==> src/rtl/serial_cfg_shifter_if.sv <==
// Word handshake and status bundle between the link control logic and serial_cfg_shifter.
interface serial_cfg_if #(
  parameter int WIDTH = 24
);
  logic [WIDTH-1:0] wdata;
  logic             wvalid;
  logic             wready;
  logic [WIDTH-1:0] rdata;
  logic             rvalid;
  logic             busy;
  logic             mismatch;

  modport master (
    output wdata, wvalid,
    input  wready, rdata, rvalid, busy, mismatch
  );

  modport slave (
    input  wdata, wvalid,
    output wready, rdata, rvalid, busy, mismatch
  );
endinterface

==> src/rtl/serial_cfg_shifter.sv <==
// Shifts one config word MSB-first into the external chain, pulses latch, and returns the old chain contents.
// Readback capture and mismatch detection are built only when CFG_READBACK_EN is defined.
module serial_cfg_shifter #(
  parameter int WIDTH        = 24,
  parameter int CLK_DIV      = 4,
  parameter int LATCH_CYCLES = 2
) (
  input  logic        clk_i,
  input  logic        rst_ni,
  serial_cfg_if.slave cfg,
  output logic        sda_o,
  output logic        scl_o,
  output logic        latch_o,
  input  logic        sdi_i
);

  localparam int CNT_MAX = (CLK_DIV > LATCH_CYCLES) ? CLK_DIV : LATCH_CYCLES;
  localparam int CNT_W   = $clog2(CNT_MAX + 1);
  localparam int BIT_W   = $clog2(WIDTH + 1);
  localparam logic [CNT_W-1:0] DIV_LAST   = CNT_W'(CLK_DIV - 1);
  localparam logic [CNT_W-1:0] LATCH_LAST = CNT_W'(LATCH_CYCLES - 1);
  localparam logic [BIT_W-1:0] BIT_LAST   = BIT_W'(WIDTH - 1);

  typedef enum logic [2:0] {IDLE, SHIFT_LO, SHIFT_HI, LATCH, DONE} state_t;

  state_t           state_q, state_d;
  logic [CNT_W-1:0] div_q, div_d;
  logic [BIT_W-1:0] bit_q, bit_d;
  // Bits still to be sent after the one currently on sda_o.
  logic [WIDTH-2:0] shift_q, shift_d;
  logic sda_q, sda_d, scl_q, scl_d, latch_q, latch_d;
  logic rvalid_q, rvalid_d, busy_q, busy_d, wready_q, wready_d;
  logic accept;

  assign accept = (state_q == IDLE) && cfg.wvalid && wready_q;

  always_comb begin
    state_d  = state_q;
    div_d    = div_q;
    bit_d    = bit_q;
    shift_d  = shift_q;
    sda_d    = sda_q;
    scl_d    = scl_q;
    latch_d  = latch_q;
    rvalid_d = 1'b0;
    busy_d   = busy_q;
    wready_d = wready_q;
    case (state_q)
      IDLE: begin
        if (accept) begin
          state_d  = SHIFT_LO;
          div_d    = '0;
          bit_d    = '0;
          shift_d  = cfg.wdata[WIDTH-2:0];
          sda_d    = cfg.wdata[WIDTH-1];
          scl_d    = 1'b0;
          busy_d   = 1'b1;
          wready_d = 1'b0;
        end
      end
      SHIFT_LO: begin
        if (div_q == DIV_LAST) begin
          state_d = SHIFT_HI;
          div_d   = '0;
          scl_d   = 1'b1;
        end else begin
          div_d = div_q + 1'b1;
        end
      end
      SHIFT_HI: begin
        if (div_q == DIV_LAST) begin
          div_d   = '0;
          scl_d   = 1'b0;
          bit_d   = bit_q + 1'b1;
          shift_d = shift_q << 1;
          if (bit_q == BIT_LAST) begin
            state_d = LATCH;
            sda_d   = 1'b0;
            latch_d = 1'b1;
          end else begin
            state_d = SHIFT_LO;
            sda_d   = shift_q[WIDTH-2];
          end
        end else begin
          div_d = div_q + 1'b1;
        end
      end
      LATCH: begin
        if (div_q == LATCH_LAST) begin
          state_d  = DONE;
          div_d    = '0;
          latch_d  = 1'b0;
          rvalid_d = 1'b1;
        end else begin
          div_d = div_q + 1'b1;
        end
      end
      DONE: begin
        state_d  = IDLE;
        busy_d   = 1'b0;
        wready_d = 1'b1;
      end
      default: state_d = IDLE;
    endcase
  end

  always_ff @(posedge clk_i or negedge rst_ni) begin
    if (!rst_ni) begin
      state_q  <= IDLE;
      div_q    <= '0;
      bit_q    <= '0;
      sda_q    <= 1'b0;
      scl_q    <= 1'b0;
      latch_q  <= 1'b0;
      rvalid_q <= 1'b0;
      busy_q   <= 1'b0;
      wready_q <= 1'b1;
    end else begin
      state_q  <= state_d;
      div_q    <= div_d;
      bit_q    <= bit_d;
      sda_q    <= sda_d;
      scl_q    <= scl_d;
      latch_q  <= latch_d;
      rvalid_q <= rvalid_d;
      busy_q   <= busy_d;
      wready_q <= wready_d;
    end
  end

  always_ff @(posedge clk_i) begin
    shift_q <= shift_d;
  end

  assign sda_o      = sda_q;
  assign scl_o      = scl_q;
  assign latch_o    = latch_q;
  assign cfg.wready = wready_q;
  assign cfg.rvalid = rvalid_q;
  assign cfg.busy   = busy_q;

`ifdef CFG_READBACK_EN
  logic [WIDTH-1:0] cap_q, cap_d, word_q, word_d;
  logic [WIDTH-1:0] prev_q, prev_d, rdata_q, rdata_d;
  logic             have_prev_q, have_prev_d, mismatch_q, mismatch_d;

  // sdi_i is sampled on the edge that raises scl_o, before the chain shifts.
  always_comb begin
    cap_d       = cap_q;
    word_d      = word_q;
    prev_d      = prev_q;
    rdata_d     = rdata_q;
    have_prev_d = have_prev_q;
    mismatch_d  = mismatch_q;
    if (accept) word_d = cfg.wdata;
    if (state_q == SHIFT_LO && div_q == DIV_LAST) cap_d = {cap_q[WIDTH-2:0], sdi_i};
    if (state_q == LATCH && div_q == LATCH_LAST) begin
      rdata_d     = cap_q;
      prev_d      = word_q;
      have_prev_d = 1'b1;
      if (have_prev_q && (cap_q != prev_q)) mismatch_d = 1'b1;
    end
  end

  always_ff @(posedge clk_i or negedge rst_ni) begin
    if (!rst_ni) begin
      prev_q      <= '0;
      rdata_q     <= '0;
      have_prev_q <= 1'b0;
      mismatch_q  <= 1'b0;
    end else begin
      prev_q      <= prev_d;
      rdata_q     <= rdata_d;
      have_prev_q <= have_prev_d;
      mismatch_q  <= mismatch_d;
    end
  end

  always_ff @(posedge clk_i) begin
    cap_q  <= cap_d;
    word_q <= word_d;
  end

  assign cfg.rdata    = rdata_q;
  assign cfg.mismatch = mismatch_q;
`else
  logic unused_sdi;
  assign unused_sdi   = sdi_i;
  assign cfg.rdata    = '0;
  assign cfg.mismatch = 1'b0;
`endif

endmodule

==> src/flat_wrapper.sv <==
// flat-port wrapper written by rule: the top's interface ports become plain ports
module serial_cfg_shifter_flat 
#(
  parameter int WIDTH        = 24,
  parameter int CLK_DIV      = 4,
  parameter int LATCH_CYCLES = 2
)
  (clk_i, rst_ni, sda_o, scl_o, latch_o, sdi_i, cfg_wdata, cfg_wvalid, cfg_wready, cfg_rdata, cfg_rvalid, cfg_busy, cfg_mismatch);
  serial_cfg_if #(.WIDTH(WIDTH)) cfg_i ();
  input  logic clk_i;
  input  logic rst_ni;
  output logic sda_o;
  output logic scl_o;
  output logic latch_o;
  input  logic sdi_i;
  input wire logic [$bits(cfg_i.wdata)-1:0] cfg_wdata;
  input wire logic [$bits(cfg_i.wvalid)-1:0] cfg_wvalid;
  output wire logic [$bits(cfg_i.wready)-1:0] cfg_wready;
  output wire logic [$bits(cfg_i.rdata)-1:0] cfg_rdata;
  output wire logic [$bits(cfg_i.rvalid)-1:0] cfg_rvalid;
  output wire logic [$bits(cfg_i.busy)-1:0] cfg_busy;
  output wire logic [$bits(cfg_i.mismatch)-1:0] cfg_mismatch;
  assign cfg_i.wdata = cfg_wdata;
  assign cfg_i.wvalid = cfg_wvalid;
  assign cfg_wready = cfg_i.wready;
  assign cfg_rdata = cfg_i.rdata;
  assign cfg_rvalid = cfg_i.rvalid;
  assign cfg_busy = cfg_i.busy;
  assign cfg_mismatch = cfg_i.mismatch;
  serial_cfg_shifter #(.WIDTH(WIDTH), .CLK_DIV(CLK_DIV), .LATCH_CYCLES(LATCH_CYCLES)) u_core (.clk_i(clk_i), .rst_ni(rst_ni), .cfg(cfg_i), .sda_o(sda_o), .scl_o(scl_o), .latch_o(latch_o), .sdi_i(sdi_i));
endmodule
==> config.mk <==
export PLATFORM = sky130hd
export DESIGN_NAME = serial_cfg_shifter_flat
export DESIGN_NICKNAME = d
export VERILOG_FILES = /design/src/rtl/serial_cfg_shifter_if.sv /design/src/rtl/serial_cfg_shifter.sv /design/src/flat_wrapper.sv
export SDC_FILE = /design/constraint.sdc
export NUM_CORES = 1
export LEC_CHECK = 0
export CORE_MARGIN = 8
export CORE_UTILIZATION = 47
export DETAILED_ROUTE_END_ITERATION = 8
export GPL_ROUTABILITY_DRIVEN = 0
export PLACE_DENSITY = 0.79
export SLEW_MARGIN = 40
export SYNTH_ARGS = -nofsm -noshare
export SYNTH_HDL_FRONTEND = slang
export SYNTH_SLANG_ARGS = --single-unit
==> constraint.sdc <==
create_clock -name clk_i -period 2.6 [get_ports clk_i]
set_input_delay 0.65 -clock clk_i [delete_from_list [all_inputs] [get_ports clk_i]]
set_output_delay 0.65 -clock clk_i [all_outputs]
set_load 0.05 [all_outputs]
=== Yosys cells after proc, flatten, opt, wreduce, memory -nomap -nowiden ===
Cells that the tools add are included.

* Add/sub/neg operators: 2
* Equal/unequal tests: 12
* Mux-type cells: 33
* Reduce and logical (&&, ||, !) cells: 15

{| class="wikitable"
|+ Operator list
! kind !! number
|-
| 2-to-1 mux 23 bit || 2
|-
| one-hot mux 23 bit (2 select lines) || 1
|-
| 2-to-1 mux 3 bit || 7
|-
| 2-to-1 mux 1 bit || 12
|-
| one-hot mux 3 bit (4 select lines) || 1
|-
| AND reduction 4 bit || 3
|-
| 2-to-1 mux 5 bit || 2
|-
| != test 2 x 1 -> 1 bit, second input constant || 5
|-
| one-hot mux 5 bit (2 select lines) || 1
|-
| equality test 3 x 2 -> 1 bit, second input constant || 3
|-
| one-hot mux 3 bit (3 select lines) || 1
|-
| one-hot mux 1 bit (2 select lines) || 4
|-
| equality test 3 x 1 -> 1 bit, second input constant || 2
|-
| nonzero test 2 bit || 3
|-
| nonzero test 3 bit || 2
|-
| adder 5 x 1 -> 5 bit, second input constant || 1
|-
| equality test 5 bit, second input constant || 1
|-
| AND reduction 2 bit || 2
|-
| adder 3 x 1 -> 3 bit, second input constant || 1
|-
| equality test 3 bit, second input constant || 1
|-
| zero test 3 bit || 1
|-
| one-hot mux 1 bit (3 select lines) || 1
|-
| AND reduction 3 bit || 1
|-
| logical AND 1 bit || 2
|-
| other kinds (2) || 2
|}

* Register bits: 40
* Output and inout bits: 31
* Word-level logic and storage cells: 72

=== Depth between registers and ports, before layout ===
Gate-level depths: netlist of the first run.

* Depth in word-level cells: 5
* Gate-level depth with buffers: 6
* Gate-level depth less buffers: 6

=== Worst setup path before layout of the first run ===
No wires, ideal clock.

* Path kind: flip-flop to flip-flop
* From: register u_core.wready_q, in the netlist u_core.cfg.wready
* To: register u_core.shift_q[0], enable pin
* Arrival time: 1.717 ns
* Data required time: 2.222 ns
* Path slack: 0.505 ns
* Stages on the path, launching flop included: 4
* Path through: dfstp_2 > nand3b_1 > a211o_1 > inv_1

* Word-level cells in the longest chain between the ends: 3

{| class="wikitable"
|+ RTL lines
! what !! RTL line !! text
|-
| start, declared || serial_cfg_shifter.sv:32 || <nowiki>logic rvalid_q, rvalid_d, busy_q, busy_d, wready_q, wready_d;</nowiki>
|-
| start signal, assigned || serial_cfg_shifter.sv:127 || <nowiki>wready_q <= wready_d;</nowiki>
|-
| logical AND 1 bit || serial_cfg_shifter.sv:35 || <nowiki>assign accept = (state_q == IDLE) && cfg.wvalid && wready_q;</nowiki>
|-
| != test 2 x 1 -> 1 bit (no line) || -- ||
|-
| AND reduction 3 bit (no line) || -- ||
|-
| end signal, assigned || serial_cfg_shifter.sv:132 || <nowiki>shift_q <= shift_d;</nowiki>
|-
| end, declared || serial_cfg_shifter.sv:30 || <nowiki>logic [WIDTH-2:0] shift_q, shift_d;</nowiki>
|}

No other way between the ends.
A chain may end at the register's enable or synchronous reset.

=== Worst setup path in the final report of the first run ===
* From: register u_core.wready_q, in the netlist u_core.cfg.wready
* To: output port cfg_wready

{| class="wikitable"
|+ RTL lines
! what !! RTL line !! text
|-
| end, declared || flat_wrapper.sv:18 || <nowiki>output wire logic [$bits(cfg_i.wready)-1:0] cfg_wready;</nowiki>
|}

No word-level cell between the ends.

==> results.sh, run 1 <==
export IMPL_powerDensity_nw_per_um2=529
export IMPL_grt_remaining_overflow=0
export IMPL_first_iter_violations=79
export IMPL_row_count=24
export IMPL_post_cts_buffers=0
export IMPL_synth_yosys_seq_area_share_pct=53.7
export IMPL_cp_cell_sequence="clkdlybuf4s50_1"
export IMPL_wirelength_um=4090
export IMPL_vias_per_cell=4.82
export IMPL_start_util_pct=48.1
export IMPL_die_x_um=82.5
export IMPL_dieArea_sq_um=6810
export IMPL_peakVddDrop_v=0.000350
export IMPL_status="finished, final reports clean"
export IMPL_end_kind="output pin"
export IMPL_top_level_ports=59
export IMPL_io_buffers=32
export IMPL_hold_viol=0
export IMPL_cts_resized=0
export IMPL_synth_distinct_cells=36
export IMPL_min_period_ns=2.31
export IMPL_cts_hold_buf=0
export IMPL_cts_path_max_buffers=2
export IMPL_first_pass_iters=4
export IMPL_finalSetupViolations=0
export IMPL_syn2layout_area_growth_pct=18.4
export IMPL_yosysWarningCount=0
export IMPL_synthFlopType="edfxtp_1"
export IMPL_leakage_nw=1.05
export IMPL_required_ns=1.95
export IMPL_setup_tns_final_ns=0
export IMPL_synth_top_cell_area_share_pct=33.2
export IMPL_drc=0
export IMPL_synth_largest_area_cell="edfxtp_1"
export IMPL_grt_start_max_net_pins=26
export IMPL_cts_htree_levels=2
export IMPL_antenna_found_initial=0
export IMPL_power_mw=1.30
export IMPL_gr_usage_all_layers_pct=11.7
export IMPL_synth_area_leaders="edfxtp_1 33%, dfrtp_1 19%, nand2_1 13%"
export IMPL_cp_slowest_stage_delay_ns=0.81
export IMPL_rsz0062_at_grt="no"
export IMPL_routedWlPerCell_um=13.5
export IMPL_synth_edf_count=23
export IMPL_clock_latency_ns=0.29
export IMPL_slew_headroom_pct=57.2
export IMPL_async_flop_share_pct=42.5
export IMPL_whs_ns=0.275
export IMPL_cts_buffers=5
export IMPL_worstPathMaxFanout=5
export IMPL_drive_gt1_share_pct=6.37
export IMPL_cts_root_buf="clkbuf_8"
export IMPL_syn_inst=217
export IMPL_syn_area_sq_um=2080
export IMPL_path_clk_slew_ns=0.07
export IMPL_critical_path_class="reg2out"
export IMPL_grt_pass1_wl_um=6200
export IMPL_min_path_type="in2async"
export IMPL_dp_hpwl_um=2880
export IMPL_cts_tree="yes"
export IMPL_fp_coreArea_sq_um=4320
export IMPL_timing_final_crit_share_pct=89.0
export IMPL_critical_path_top_delay_family="buffers and inverters"
export IMPL_crit_arrival_ns=1.66
export IMPL_drv_slew=0
export IMPL_start_kind="register"
export IMPL_final_nets=283
export IMPL_crit_slowest_cell="clkdlybuf4s50_1"
export IMPL_grt_pass1_vias=1332
export IMPL_vias=1461
export IMPL_cts_sinks=40
export IMPL_drtAntennaViolNets=0
export IMPL_ys_ff_latch=40
export IMPL_tightest_slew_ns=0.641
export IMPL_postSynthAreaPerCell_sq_um=9.59
export IMPL_path_buf_inv=1
export IMPL_die_h_um=82.5
export IMPL_clock_skew_ns=0.00221
export IMPL_drv_cap=0
export IMPL_max_freq_mhz=432
export IMPL_final_util_pct=57.0
export IMPL_antennaDiodeCount=0
==> through the flow <==
step / worst slack (ns) / instance area, sq um / std cells
after floorplan: 0.505 / 2170 / 241
after global placement: 0.395 / 2360 / 295
after detailed placement: 0.394 / 2360 / 295
after CTS: 0.269 / 2470 / 303
after global routing: 0.237 / 2460 / 303
final: 0.287 / 2460 / 303
==> state kept, by name (all words and copies together) (netlist names) <==
register	cells
u_core.bit_q	5
u_core.cfg.busy	1
u_core.cfg.rvalid	1
u_core.cfg.wready	1
u_core.div_q	3
u_core.latch_o	1
u_core.scl_o	1
u_core.sda_o	1
u_core.shift_q	23
u_core.state_q	3
==> synthesized netlist by cell type (3+ instances only) <==
cell type	n
buf_2	4
nand2_1	74
nand3_1	3
nor2_1	7
ha_1	5
and2_1	4
dfrtp_1	16
edfxtp_1	23
a21oi_1	6
a31oi_1	4
a21o_1	3
inv_1	6
o21ai_0	9
buf_4	27
==> logic make-up after synthesis <==
logic type | synth area share [%]
and+or+nand+nor | 21.1
AOI/OAI and AO/OA | 9.44
xor gates and xnor gates | 0.421
DFF | 53.7
buffers and inverters | 12.1
adders and majority gates | 3.01
other | 0.180
==> where the power goes <==
| group | internal, mW | total (mW) | switching (mW) |
|---|---|---|---|
| clock | 0.285 | 0.490 | 0.206 |
| sequential | 0.671 | 0.671 | 0 |
| combinational | 0.0399 | 0.140 | 0.100 |
==> final timing paths <==
path | startpoint | end | slack, ns | cells after the start
setup / recovery | u_core.cfg.wready | cfg_wready | 0.29 | 1
hold / removal | rst_ni | u_core.div_q[1] | 0.27 | 1
setup reg to reg | u_core.div_q[0] | u_core.shift_q[20] | 0.72 | 6
hold reg to reg | u_core.sda_o | u_core.sda_o | 0.48 | 1
max in group asynchronous | rst_ni | u_core.cfg.wready | 2.01 | 1
min in group clk_i | u_core.sda_o | u_core.sda_o | 0.48 | 1
==> layout by cell type, fill, tap and decap left out, types with 2 or more instances in the layout <==
master	instances
nand2_1	74
clkdlybuf4s50_1	31
conb_1	25
edfxtp_1	23
dfrtp_1	16
o21ai_0	9
nor2_1	7
inv_1	6
a21oi_1	6
ha_1	5
clkbuf_8	5
a31oi_1	4
and2_1	4
nand3_1	3
a21o_1	3
nand2b_1	2
nor3_1	2
o31ai_1	2
buf_4	2
==> routing by layer <==
layer	global-route usage [%]	share of wire [%]
met5	0	0
met4	3.10	0.98
met3	3.68	6.9
met2	17.7	47
met1	15.7	45
==> area by class of cell <==
type | instances | area (sq um)
fill | 420 | 1860
inverter | 6 | 22.5
timing repair buffer | 35 | 350
multi-input combinational | 162 | 801
tap | 52 | 65.1
clock inverter | 2 | 35.0
sequential | 40 | 1120
clock buffer | 6 | 72.6
No activity file was read; power rests on OpenSTA's default activity.
==> inputs of run 2 (changes only) <==
--- a/config.mk
+++ b/config.mk
@@ -9,8 +9,10 @@
 export CORE_UTILIZATION = 47
 export DETAILED_ROUTE_END_ITERATION = 8
 export GPL_ROUTABILITY_DRIVEN = 0
+export GPL_TIMING_DRIVEN = 1
 export PLACE_DENSITY = 0.79
 export SLEW_MARGIN = 40
 export SYNTH_ARGS = -nofsm -noshare
 export SYNTH_HDL_FRONTEND = slang
 export SYNTH_SLANG_ARGS = --single-unit
+export TNS_END_PERCENT = 100
==> results of run 2 <==
Final layout, timing and power as in run 1 (identical DEF).
